$ cat config.mk
export PLATFORM = sky130hd
export DESIGN_NAME = axis_mash11_mod
export DESIGN_NICKNAME = d
export VERILOG_FILES = /design/src/rtl/mash_pkg.sv /design/src/rtl/mash_acc_stage.sv /design/src/rtl/axis_mash11_mod.sv
export SDC_FILE = /design/constraint.sdc
export NUM_CORES = 1
export LEC_CHECK = 0
export ABC_AREA = 1
export CELL_PAD_IN_SITES_DETAIL_PLACEMENT = 2
export CELL_PAD_IN_SITES_GLOBAL_PLACEMENT = 2
export CORE_AREA = 2 2 126 128
export CTS_CLUSTER_DIAMETER = 120
export DETAILED_ROUTE_END_ITERATION = 8
export DIE_AREA = 0 0 128 130
export HOLD_SLACK_MARGIN = 0.05
export PLACE_DENSITY = 0.95
export SLEW_MARGIN = 20
export SYNTH_ARGS = -nofsm -noshare
export SYNTH_HDL_FRONTEND = slang
export SYNTH_SLANG_ARGS = --single-unit
export TNS_END_PERCENT = 30
$ cat constraint.sdc
create_clock -name aclk -period 6.2 [get_ports aclk]
set_clock_uncertainty 0.2 [all_clocks]
set_input_delay 1.55 -clock aclk [delete_from_list [all_inputs] [get_ports aclk]]
set_output_delay 1.55 -clock aclk [all_outputs]
set_load 0.1 [all_outputs]
$ cat src/rtl/mash_pkg.sv
// Shared types and helpers for the MASH 1-1 modulator: DAC code type, reset code,
// and the carry-to-code mapping.
package mash_pkg;

  localparam int DATA_WIDTH_DEF = 16;

  typedef logic [1:0] dac_code_t;

  localparam dac_code_t DAC_CODE_ZERO = 2'd1;

  // y = c1 + c2 - c2_d lies in -1..+2, so code = y + 1 = c1 + c2 + (1 - c2_d).
  function automatic dac_code_t y_to_code(input logic c1, input logic c2, input logic c2_d);
    dac_code_t code;
    code = dac_code_t'({1'b0, c1}) + dac_code_t'({1'b0, c2}) + dac_code_t'({1'b0, ~c2_d});
    return code;
  endfunction

endpackage

$ cat src/rtl/mash_acc_stage.sv
// First-order accumulator stage: combinational sum/carry of acc + addend,
// registered back into acc on each modulator tick (wraps modulo 2^DATA_WIDTH).
module mash_acc_stage
  import mash_pkg::*;
#(
  parameter int DATA_WIDTH = DATA_WIDTH_DEF
) (
  input  logic                  clk,
  input  logic                  rst_n,
  input  logic                  tick,
  input  logic [DATA_WIDTH-1:0] addend,
  output logic [DATA_WIDTH-1:0] sum,
  output logic                  carry
);

  logic [DATA_WIDTH-1:0] acc;
  logic [DATA_WIDTH:0]   total;

  assign total = {1'b0, acc} + {1'b0, addend};
  assign sum   = total[DATA_WIDTH-1:0];
  assign carry = total[DATA_WIDTH];

  always_ff @(posedge clk or negedge rst_n) begin
    if (!rst_n) begin
      acc <= '0;
    end else if (tick) begin
      acc <= sum;
    end
  end

endmodule

$ cat src/rtl/axis_mash11_mod.sv
// MASH 1-1 delta-sigma modulator fed by an AXI-stream NCO sample stream through a
// 1-deep buffer; emits a 2-bit offset-binary DAC code once per OSR_DIV-cycle tick.
module axis_mash11_mod
  import mash_pkg::*;
#(
  parameter int DATA_WIDTH = DATA_WIDTH_DEF,
  parameter int OSR_DIV    = 1,
  parameter int UCNT_WIDTH = 16
) (
  input  logic                  aclk,
  input  logic                  arst_n,
  input  logic                  enable,
  input  logic [DATA_WIDTH-1:0] s_axis_data_tdata,
  input  logic                  s_axis_data_tvalid,
  output logic                  s_axis_data_tready,
  output logic [1:0]            dac_code,
  output logic                  dac_valid,
  output logic [UCNT_WIDTH-1:0] underrun_cnt
);

  localparam int             CNT_W    = (OSR_DIV > 1) ? $clog2(OSR_DIV) : 1;
  localparam logic [CNT_W-1:0] CNT_LAST = CNT_W'(OSR_DIV - 1);

  logic [DATA_WIDTH-1:0] sample_buf;
  logic [DATA_WIDTH-1:0] x_hold;
  logic [DATA_WIDTH-1:0] x;
  logic [DATA_WIDTH-1:0] s1;
  logic [DATA_WIDTH-1:0] s2_unused;
  logic                  buf_valid;
  logic                  accept;
  logic                  tick;
  logic                  c1;
  logic                  c2;
  logic                  c2_d;
  logic [CNT_W-1:0]      cnt;

  // tready comes straight from the buffer flag, never from tvalid.
  assign s_axis_data_tready = ~buf_valid;
  assign accept             = s_axis_data_tvalid & ~buf_valid;
  assign tick               = enable && (cnt == CNT_LAST);
  assign x                  = buf_valid ? sample_buf : x_hold;

  mash_acc_stage #(.DATA_WIDTH(DATA_WIDTH)) u_stage1 (
    .clk    (aclk),
    .rst_n  (arst_n),
    .tick   (tick),
    .addend (x),
    .sum    (s1),
    .carry  (c1)
  );

  // Stage 2 integrates the freshly computed s1 within the same tick.
  mash_acc_stage #(.DATA_WIDTH(DATA_WIDTH)) u_stage2 (
    .clk    (aclk),
    .rst_n  (arst_n),
    .tick   (tick),
    .addend (s1),
    .sum    (s2_unused),
    .carry  (c2)
  );

  // An underrun tick leaves tready high, so a sample may land on the same edge;
  // the load wins over the tick's clear and the sample waits for the next tick.
  always_ff @(posedge aclk or negedge arst_n) begin
    if (!arst_n) begin
      sample_buf <= '0;
      buf_valid  <= 1'b0;
    end else if (accept) begin
      sample_buf <= s_axis_data_tdata;
      buf_valid  <= 1'b1;
    end else if (tick) begin
      buf_valid  <= 1'b0;
    end
  end

  always_ff @(posedge aclk or negedge arst_n) begin
    if (!arst_n) begin
      cnt <= '0;
    end else if (enable) begin
      cnt <= tick ? '0 : cnt + CNT_W'(1);
    end
  end

  always_ff @(posedge aclk or negedge arst_n) begin
    if (!arst_n) begin
      x_hold    <= '0;
      c2_d      <= 1'b0;
      dac_code  <= DAC_CODE_ZERO;
      dac_valid <= 1'b0;
    end else begin
      dac_valid <= tick;
      if (tick) begin
        x_hold   <= x;
        c2_d     <= c2;
        dac_code <= y_to_code(c1, c2, c2_d);
      end
    end
  end

  always_ff @(posedge aclk or negedge arst_n) begin
    if (!arst_n) begin
      underrun_cnt <= '0;
    end else if (tick && !buf_valid && (underrun_cnt != '1)) begin
      underrun_cnt <= underrun_cnt + UCNT_WIDTH'(1);
    end
  end

endmodule
==> run_results.csv, run 1 <==
group,metric,value,unit
layout,nFillCells,1797,
yosys,synth_area_leaders,"dfrtp_1 38%, nand2_1 20%, ha_1 7.4%",
placement,portBuffers,39,
sta,fmax,193,MHz
critical_path,cpMostUsedCell,"nand2_1",
grt,grt.total_usage,26.9,%
yosys,yosys_warnings,0,
critical_path,endpoint,"dac_code[0]",
clock_network,cts_tree,"built",
layout,drive_above_1_share,6.57,%
yosys,synth.avg_cell_area,7.27,um2
grt,antenna_found_initial,0,
placement,gp_congestion,0.836,
critical_path,rr_worst_depth,20,
die,row_count,46,
placement,dp_hpwl,14.8,mm
yosys,synth_top_family_by_area,"simple AND/OR/NAND/NOR gates",
grt,globalRouteOverflowTotal,0,
yosys,synth_async_sr_flop_share,100,%
routing,wl_per_cell,21.3,um
clock_network,cts_max_path_buffers,2,
yosys,yosysSeqAreaShare,38.7,%
yosys,synth_fa_ha_area_share,8.51,%
critical_path,cp_slowest_stage_delay,1040,ps
min_path,hold_class,"flip-flop to flip-flop",
yosys,synth-edff-count,0,
critical_path,r2r-start,"buf_valid",
critical_path,regToRegSetupSlack,1020,ps
critical_path,critPathRequiredTime,6290,ps
critical_path,r2r_end,"dac_code[0]",
sta,slew_headroom,28.8,%
die,io_pins,40,
sta,worst_pin_slew,1070,ps
critical_path,path_cells,"o21ai_0 -> ha_1 -> nand2_1 -> inv_1 -> nand4_1 -> nand2_1 -> nand2_1 -> nand2_1 -> nand2_1 -> and2_1 -> ha_1 -> nand2_1 -> inv_1 -> a21oi_1 -> nor3_1 -> nor2_1 -> nand2_1 -> fa_1 -> nand2_1 -> nand2_1",
yosys,synthMuxAreaShare,3.24,%
routing,detail-route-antenna-nets,0,
die,dieHeight,130,um
die,coreArea,0.0154,mm2
clock_network,cts_setup_buffers,0,
clock_network,clock_latency,360,ps
routing,drt_iter0_drc,155,
yosys,synth-seq-cells,86,
critical_path,cp_max_fo,33,
sta,rsz0062_at_grt,"false",
layout,fin_util,41.8,%
clock_network,numCtsBuffers,9,
yosys,yosys.area.top_type,"dfrtp_1",
yosys,synthXorXnorAreaFrac,3.62,%
die,start_util,36.0,%
layout,multi_input_area,0.00291,mm2
layout,regArea,0.00215,mm2
routing,via_per_inst,5.30,
die,die_x,128,um
routing,firstDrtPassIters,4,
layout,nets,858,
sta,finalHoldViolCount,0,
routing,drcViolationCount,0,
yosys,syn_area,0.00556,mm2
placement,placed_cell_area,0.00613,mm2
grt,grt_pass1_vias,6125,
clock_network,ctsHoldBuffers,0,
yosys,synth-main-ff-cell,"dfrtp_1",
clock_network,cts.sinks,86,
critical_path,worstSetupPathType,"flip-flop to flip-flop",
yosys,yosys.cell_types.count,35,
yosys,netlist.area_leader.share,38.3,%
critical_path,start_kind,"flip-flop",
clock_network,clk_pin_slew,70,ps
critical_path,cp-end-kind,"flip-flop",
yosys,synth_cells,765,
critical_path,worst-endpoint-arrival,5270,ps
die,fp.dieArea,0.0166,mm2
sta,tns,0,ps
critical_path,crit_path_start,"buf_valid",
routing,routed_wl,21.3,mm
clock_network,cts-resized-gates,0,
sta,report.final.slew_viol_count,0,
grt,grt_pass1_wl,33.8,mm
outcome,status,"finished clean",
sta,finalSetupViolCount,0,
sta,fin_crit,5180,ps
clock_network,clockRootBuffer,"clkbuf_16",
layout,n_antenna_cell,0,
routing,dr_total_vias,5297,
yosys,synth_nets,821,
layout,area_growth,16.0,%
sta,fin_hold_ws,282,ps
yosys,synth_compound_area_share,5.78,%
sta,timing.final.crit_share,83.5,%
yosys,yosys.area_share.simple,31.2,%
run,max_cap_viol_count,0,
clock_network,cts_max_level,3,
grt,grt_max_degree,67,
layout,final_area,0.00645,mm2
critical_path,cp_slowest_cell,"dfrtp_1",
-- placed cells by master, fill, tap and decap left out, drive strengths merged --
cell / instances
nand2: 295
inv: 111
dfrtp: 85
o21ai: 43
nand3: 42
nor2: 42
clkdlybuf4s50: 38
ha: 33
a21oi: 19
xor2: 17
mux2: 16
clkbuf: 10
and2: 9
nor3: 9
or2: 7
xnor2: 6
nand4: 6
nand3b: 5
fa: 3
buf: 3
clkinv: 3
bufinv: 2
o21bai: 1
clkinvlp: 1
dfstp: 1
-- state kept, by name (all words and copies together), names as in the netlist --
| name | count |
|---|---|
| buf_valid | 1 |
| dac_code | 2 |
| u_stage2.acc | 16 |
| cnt | 1 |
| x_hold | 16 |
| underrun_cnt | 16 |
| sample_buf | 16 |
| u_stage1.acc | 16 |
| dac_valid | 1 |
| c2_d | 1 |
-- critical path, delay by kind of cell (launching register included) --
kind                     cells  cell delay (ps)
adder cells (fa/ha/maj)      3             1420
flip-flops                   1             1040
buffers and inverters        2              150
AND/OR/NAND/NOR             13             1440
AO/OA/AOI/OAI                2              830
-- how the worst min path moves through the flow --
stage	start	end	slack, ps	cells after the start
final	cnt	cnt	280	2
after global routing	cnt	cnt	310	2
after CTS	dac_code[0]	dac_code[0]	280	2
after detailed placement	dac_code[0]	dac_code[0]	270	2
after global placement	cnt	cnt	260	2
after floorplan	c2_d	c2_d	250	2
-- kinds of logic after synthesis --
kind of cell / Yosys count
flip-flops: 86
AND/OR/NAND/NOR: 415
XOR/XNOR: 23
multiplexers: 16
buffers and inverters: 126
adder cells (fa/ha/maj): 36
AO/OA/AOI/OAI: 63
-- cell usage after synthesis, types with 3 or more instances --
cell and number:
fa_1 3, nand2_1 291, ha_1 33, xor2_1 17, o21ai_0 39, and2_1 9
nand3_1 41, nand4_1 6, or2_1 4, mux2_2 14, nor2_2 6, clkbuf_1 10
inv_2 5, o21ai_1 3, inv_1 105, nand3b_1 5, nor2_1 36, xnor2_1 6
buf_2 3, nor3_1 8, a21oi_1 19, nand2_2 3, dfrtp_1 85
-- stage by stage --
stage / setup WS, ps / std cells
floorplan: 2300 / 765
finish: 1020 / 999
detailed placement: 1250 / 983
global placement: 1770 / 983
CTS: 1050 / 999
global route: 669 / 999
-- per-layer routing --
layer	part of all wire, %	routed length (um)	global-route usage [%]	vias to the layer above
li1	-	-	-	2452
met1	39	8380	29.1	2663
met2	53	11300	50.6	110
met3	2.0	419	3.28	72
met4	5.5	1160	15.4	0
met5	0	0	0	-
-- final cells by class --
class | count | area share (%)
inverters | 111 | 6.52
well taps | 192 | 3.72
multi-input cells | 553 | 45.1
repair buffers | 41 | 6.25
clock buffers | 10 | 3.55
clock inverters | 6 | 1.45
flip-flops and latches | 86 | 33.4
Power of run 1 is left out: the tool's default activity adds up to more than one toggle a clock period on the data nets, which glitch-free logic cannot reach.
==> run 2, diff against run 1 <==
--- a/config.mk
+++ b/config.mk
@@ -8,12 +8,12 @@
 export ABC_AREA = 1
 export CELL_PAD_IN_SITES_DETAIL_PLACEMENT = 2
 export CELL_PAD_IN_SITES_GLOBAL_PLACEMENT = 2
-export CORE_AREA = 2 2 126 128
+export CORE_AREA = 2 2 131 133
 export CTS_CLUSTER_DIAMETER = 120
 export DETAILED_ROUTE_END_ITERATION = 8
-export DIE_AREA = 0 0 128 130
+export DIE_AREA = 0 0 133 135
 export HOLD_SLACK_MARGIN = 0.05
-export PLACE_DENSITY = 0.95
+export PLACE_DENSITY = 0.91
 export SLEW_MARGIN = 20
 export SYNTH_ARGS = -nofsm -noshare
 export SYNTH_HDL_FRONTEND = slang
==> constraint.sdc (replaced) <==
create_clock -name aclk -period 4.8 [get_ports aclk]
set_clock_uncertainty 0.2 [all_clocks]
set_input_delay 1.2 -clock aclk [delete_from_list [all_inputs] [get_ports aclk]]
set_output_delay 1.2 -clock aclk [all_outputs]
set_load 0.1 [all_outputs]
==> run_results.csv, run 2 (synthesis results as in run 1) <==
group,metric,value,unit
routing,wl_per_cell,18.2,um
critical_path,path_cells,"o21ai_1 -> ha_1 -> inv_1 -> fa_1 -> inv_1 -> nand4_1 -> nand2_1 -> nand2_1 -> nand2_1 -> nand2_1 -> and2_1 -> ha_1 -> nand2_1 -> inv_1 -> a21oi_1 -> nor3_1 -> nor2_1 -> nand2_1 -> fa_1 -> nand2_1 -> nand2_1",
critical_path,start_kind,"flip-flop",
placement,portBuffers,39,
die,io_pins,40,
grt,grt_max_degree,59,
die,start_util,33.9,%
sta,fmax,226,MHz
layout,final_cell_mix,"291 x nand2_1, 105 x inv_1, 84 x dfrtp_1, 41 x nand3_1, 38 x clkdlybuf4s50_1",
die,fp.dieArea,0.0180,mm2
routing,detail-route-antenna-nets,0,
die,dieHeight,135,um
layout,drive_above_1_share,7.40,%
die,row_count,47,
critical_path,cpMostUsedCell,"nand2_1",
critical_path,worstSetupPathType,"flip-flop to flip-flop",
layout,final_common_cell,"nand2_1",
clock_network,clockRootBuffer,"clkbuf_16",
sta,report.final.slew_viol_count,0,
critical_path,critPathRequiredTime,4900,ps
sta,fin_crit,4430,ps
grt,grt.total_usage,22.1,%
routing,drcViolationCount,0,
critical_path,cp-end-kind,"flip-flop",
layout,area_growth,16.8,%
sta,finalHoldViolCount,0,
routing,via_per_inst,4.96,
clock_network,numCtsBuffers,9,
clock_network,clk_pin_slew,70,ps
sta,rsz0062_at_grt,"false",
clock_network,cts_tree,"built",
routing,dr_total_vias,5118,
placement,gp_congestion,0.824,
outcome,status,"finished clean",
routing,drt_iter0_drc,146,
layout,nFillCells,1938,
critical_path,cp_slowest_cell,"fa_1",
grt,grt_pass1_wl,30.9,mm
layout,n_antenna_cell,0,
critical_path,worst-endpoint-arrival,4530,ps
min_path,hold_class,"flip-flop to flip-flop",
grt,antenna_found_initial,0,
layout,nets,862,
sta,worst_pin_slew,983,ps
critical_path,critPathBufInv,3,
routing,routed_wl,18.7,mm
critical_path,cp_slowest_stage_delay,550,ps
sta,finalSetupViolCount,0,
sta,timing.final.crit_share,92.3,%
grt,globalRouteOverflowTotal,0,
die,coreArea,0.0164,mm2
grt,grt_pass1_vias,5803,
routing,firstDrtPassIters,4,
critical_path,regToRegSetupSlack,370,ps
clock_network,cts_max_path_buffers,2,
clock_network,cts.sinks,86,
clock_network,clock_latency,360,ps
critical_path,critPathTopFamily,"adder cells",
critical_path,cp_max_fo,13,
clock_network,ctsHoldBuffers,0,
run,max_cap_viol_count,0,
die,die_x,133,um
sta,slew_headroom,34.3,%
placement,dp_hpwl,14.3,mm
clock_network,cts_max_level,3,
sta,tns,0,ps
[run 2: cell count changes in the layout (fill, tap and decap cells not counted), moves of 2 or more]
cell        previous run  this run
buf_4                  3         6
bufinv_16              2         0
clkinvlp_4             1         3
inv_8                  0         2
o21ai_0               39        36
o21ai_1                3         5
[run 2: layer usage]
metal  track usage (%)  vias up  share of wire [%]  routed length, um
li1                  -     2459                  -                  -
met5                 0        -                  0                  0
met1              25.7     2567                 42               7820
met2              41.6       61                 54              10100
met4              8.66        0                2.9                542
met3              2.33       31                1.5                282
[run 2: area by class of cell]
cell class | count | area [um2] | share of cell area, %
Clock buffer | 10 | 239 | 3.68
Multi-Input combinational cell | 553 | 2920 | 44.9
Sequential cell | 86 | 2150 | 33.2
Timing Repair Buffer | 45 | 437 | 6.72
Inverter | 111 | 419 | 6.45
Clock inverter | 6 | 53.8 | 0.829
Tap cell | 220 | 275 | 4.24
[run 2: stage by stage]
stage	instance area, um2	util [%]	hold slack [ps]	setup slack [ps]	cells
2_1_floorplan	5560	-	249	898	765
3_3_place_gp	6190	37.7	261	568	1015
3_5_place_dp	6190	37.7	277	311	1015
4_1_cts	6480	39.5	297	201	1031
5_1_grt	6490	39.6	311	62.1	1031
6_report	6490	39.6	291	371	1031
[run 2: final timing paths]
check                      cells after the start          endpoint       startpoint
setup reg to reg                              21       dac_code[0]        buf_valid
hold reg to reg                                2   u_stage2.acc[9]  u_stage2.acc[9]
min in group asynchronous                      1  u_stage2.acc[13]           arst_n
max in group asynchronous                      2         buf_valid           arst_n
hold / removal                                 2   u_stage2.acc[9]  u_stage2.acc[9]
setup / recovery                              21       dac_code[0]        buf_valid
[run 2: worst min-delay path, stage by stage, from the launching register on]
cell and delay (ps):
dfrtp_1 350, nand2_1 60, nand2_1 50
[run 2: timing repair]
item / in CTS / in global routing
setup endpoints to repair: 0 / 2
setup buffers: 0 / 0
resized for setup: 0 / 6
hold endpoints to repair: 0 / 0
Power of run 2 is left out for the same reason.
==> run 3, diff against run 2 <==
--- a/config.mk
+++ b/config.mk
@@ -8,14 +8,15 @@
 export ABC_AREA = 1
 export CELL_PAD_IN_SITES_DETAIL_PLACEMENT = 2
 export CELL_PAD_IN_SITES_GLOBAL_PLACEMENT = 2
-export CORE_AREA = 2 2 131 133
+export CORE_AREA = 2 2 132 134
 export CTS_CLUSTER_DIAMETER = 120
 export DETAILED_ROUTE_END_ITERATION = 8
-export DIE_AREA = 0 0 133 135
+export DIE_AREA = 0 0 134 136
 export HOLD_SLACK_MARGIN = 0.05
-export PLACE_DENSITY = 0.91
+export PLACE_DENSITY = 0.92
 export SLEW_MARGIN = 20
 export SYNTH_ARGS = -nofsm -noshare
 export SYNTH_HDL_FRONTEND = slang
+export SYNTH_HIERARCHICAL = 1
 export SYNTH_SLANG_ARGS = --single-unit
 export TNS_END_PERCENT = 30
==> run_results.csv, run 3 <==
group,metric,value,unit
outcome,status,"finished clean",
critical_path,worstSetupPathType,"flip-flop to flip-flop",
layout,nets,875,
grt,grt_pass1_wl,33.4,mm
critical_path,cp_max_fo,19,
grt,grt_max_degree,64,
routing,routed_wl,20.2,mm
yosys,synth.avg_cell_area,7.30,um2
layout,drive_above_1_share,8.99,%
layout,final_common_cell,"nand2_1",
clock_network,cts.sinks,86,
placement,placed_cell_area,0.00631,mm2
routing,drcViolationCount,0,
sta,finalSetupViolCount,0,
sta,worst_pin_slew,1010,ps
placement,place_inst,1033,
min_path,hp-start,"u_stage2/acc[0]",
critical_path,critPathRequiredTime,4870,ps
yosys,yosys_warnings,6,
layout,area_growth,16.0,%
sta,finalHoldViolCount,0,
grt,globalRouteOverflowTotal,0,
placement,place_ws,429,ps
layout,n_antenna_cell,0,
min_path,holdPathEnd,"u_stage2/acc[0]",
routing,wl_per_cell,19.3,um
routing,dr_total_vias,5314,
sta,rsz0062_at_grt,"false",
clock_network,clockRootBuffer,"clkbuf_16",
sta,fin_crit,4390,ps
critical_path,r2r_end,"dac_code[0]",
sta,slew_headroom,32.7,%
placement,dp_hpwl,14.8,mm
clock_network,cts_max_path_buffers,2,
die,start_util,33.7,%
critical_path,start_kind,"flip-flop",
sta,fmax,228,MHz
critical_path,r2r-start,"buf_valid",
sta,report.final.slew_viol_count,0,
clock_network,clock_latency,350,ps
critical_path,worst-endpoint-arrival,4470,ps
die,io_pins,40,
yosys,synth_cells,780,
critical_path,regToRegSetupSlack,410,ps
grt,grt_pass1_vias,6303,
clock_network,clk_pin_slew,70,ps
routing,detail-route-antenna-nets,0,
die,fp.dieArea,0.0182,mm2
min_path,holdPathStages,2,
layout,final_area,0.00660,mm2
die,die_x,134,um
clock_network,cts_max_level,3,
placement,gp_congestion,0.773,
die,dieHeight,136,um
clock_network,numCtsBuffers,9,
layout,final_cell_mix,"322 x nand2_1, 93 x inv_1, 84 x dfrtp_1, 38 x o21ai_0, 38 x clkdlybuf4s50_1",
routing,firstDrtPassIters,5,
min_path,hold_class,"flip-flop to flip-flop",
die,coreArea,0.0169,mm2
yosys,syn_area,0.00569,mm2
sta,setup_ws,407,ps
critical_path,cp-end-kind,"flip-flop",
grt,grt.total_usage,23.8,%
sta,tns,0,ps
grt,antenna_found_initial,0,
die,row_count,48,
critical_path,rr_worst_depth,18,
sta,timing.final.crit_share,91.5,%
placement,portBuffers,39,
layout,instances_no_fill,1048,
routing,via_per_inst,5.07,
clock_network,cts_tree,"built",
yosys,synth_nets,836,
routing,drt_iter0_drc,219,
clock_network,cts_setup_buffers,0,
run,max_cap_viol_count,0,
layout,nFillCells,1994,
[run 3: final cells by class]
cell class	count	area, um2	area share (%)
multi-input combinational	581	3090	46.8
sequential	86	2150	32.6
timing repair buffer	42	410	6.22
inverter	99	377	5.71
tap	225	282	4.26
clock buffer	11	243	3.68
clock inverter	4	47.5	0.720
[run 3: critical path: stages (launching register included)]
cell	delay, ps
dfrtp_2	510
buf_4	250
o21ai_0	450
ha_1	380
a21oi_1	280
nand2_1	150
inv_1	110
nand3b_1	110
and2_1	180
ha_1	360
nand2_1	180
nor2_1	70
nor2_1	160
nand2_2	80
nand4_1	70
nand2_1	60
inv_1	80
fa_1	420
o21ai_0	200
[run 3: routing by layer]
metal,wire [um],track usage (%)
met1,8060,25.2
met3,463,4.44
met4,845,10.9
met5,0,0
met2,10900,45.6
[run 3: worst max-delay path by stage]
stage,depth (start not counted),from,slack [ps],to
floorplan,22,buf_valid,1120,dac_code[0]
global placement,18,buf_valid,720,dac_code[0]
detailed placement,19,buf_valid,430,dac_code[0]
CTS,18,buf_valid,320,dac_code[0]
global route,18,buf_valid,40,dac_code[0]
finish,18,buf_valid,410,dac_code[0]
[run 3: repair_timing]
| item | CTS | global route |
|---|---|---|
| setup endpoints to repair | 0 | 1 |
| gates resized for setup | 0 | 1 |
| hold buffers | 0 | 0 |
[run 3: stage by stage]
step / util, % / hold slack, ps
after CTS: 39.1 / 288
final: 39.1 / 278
after floorplan: - / 246
after detailed placement: 37.4 / 272
after global routing: 39.1 / 319
after global placement: 37.4 / 258
Power of run 3 is left out for the same reason.
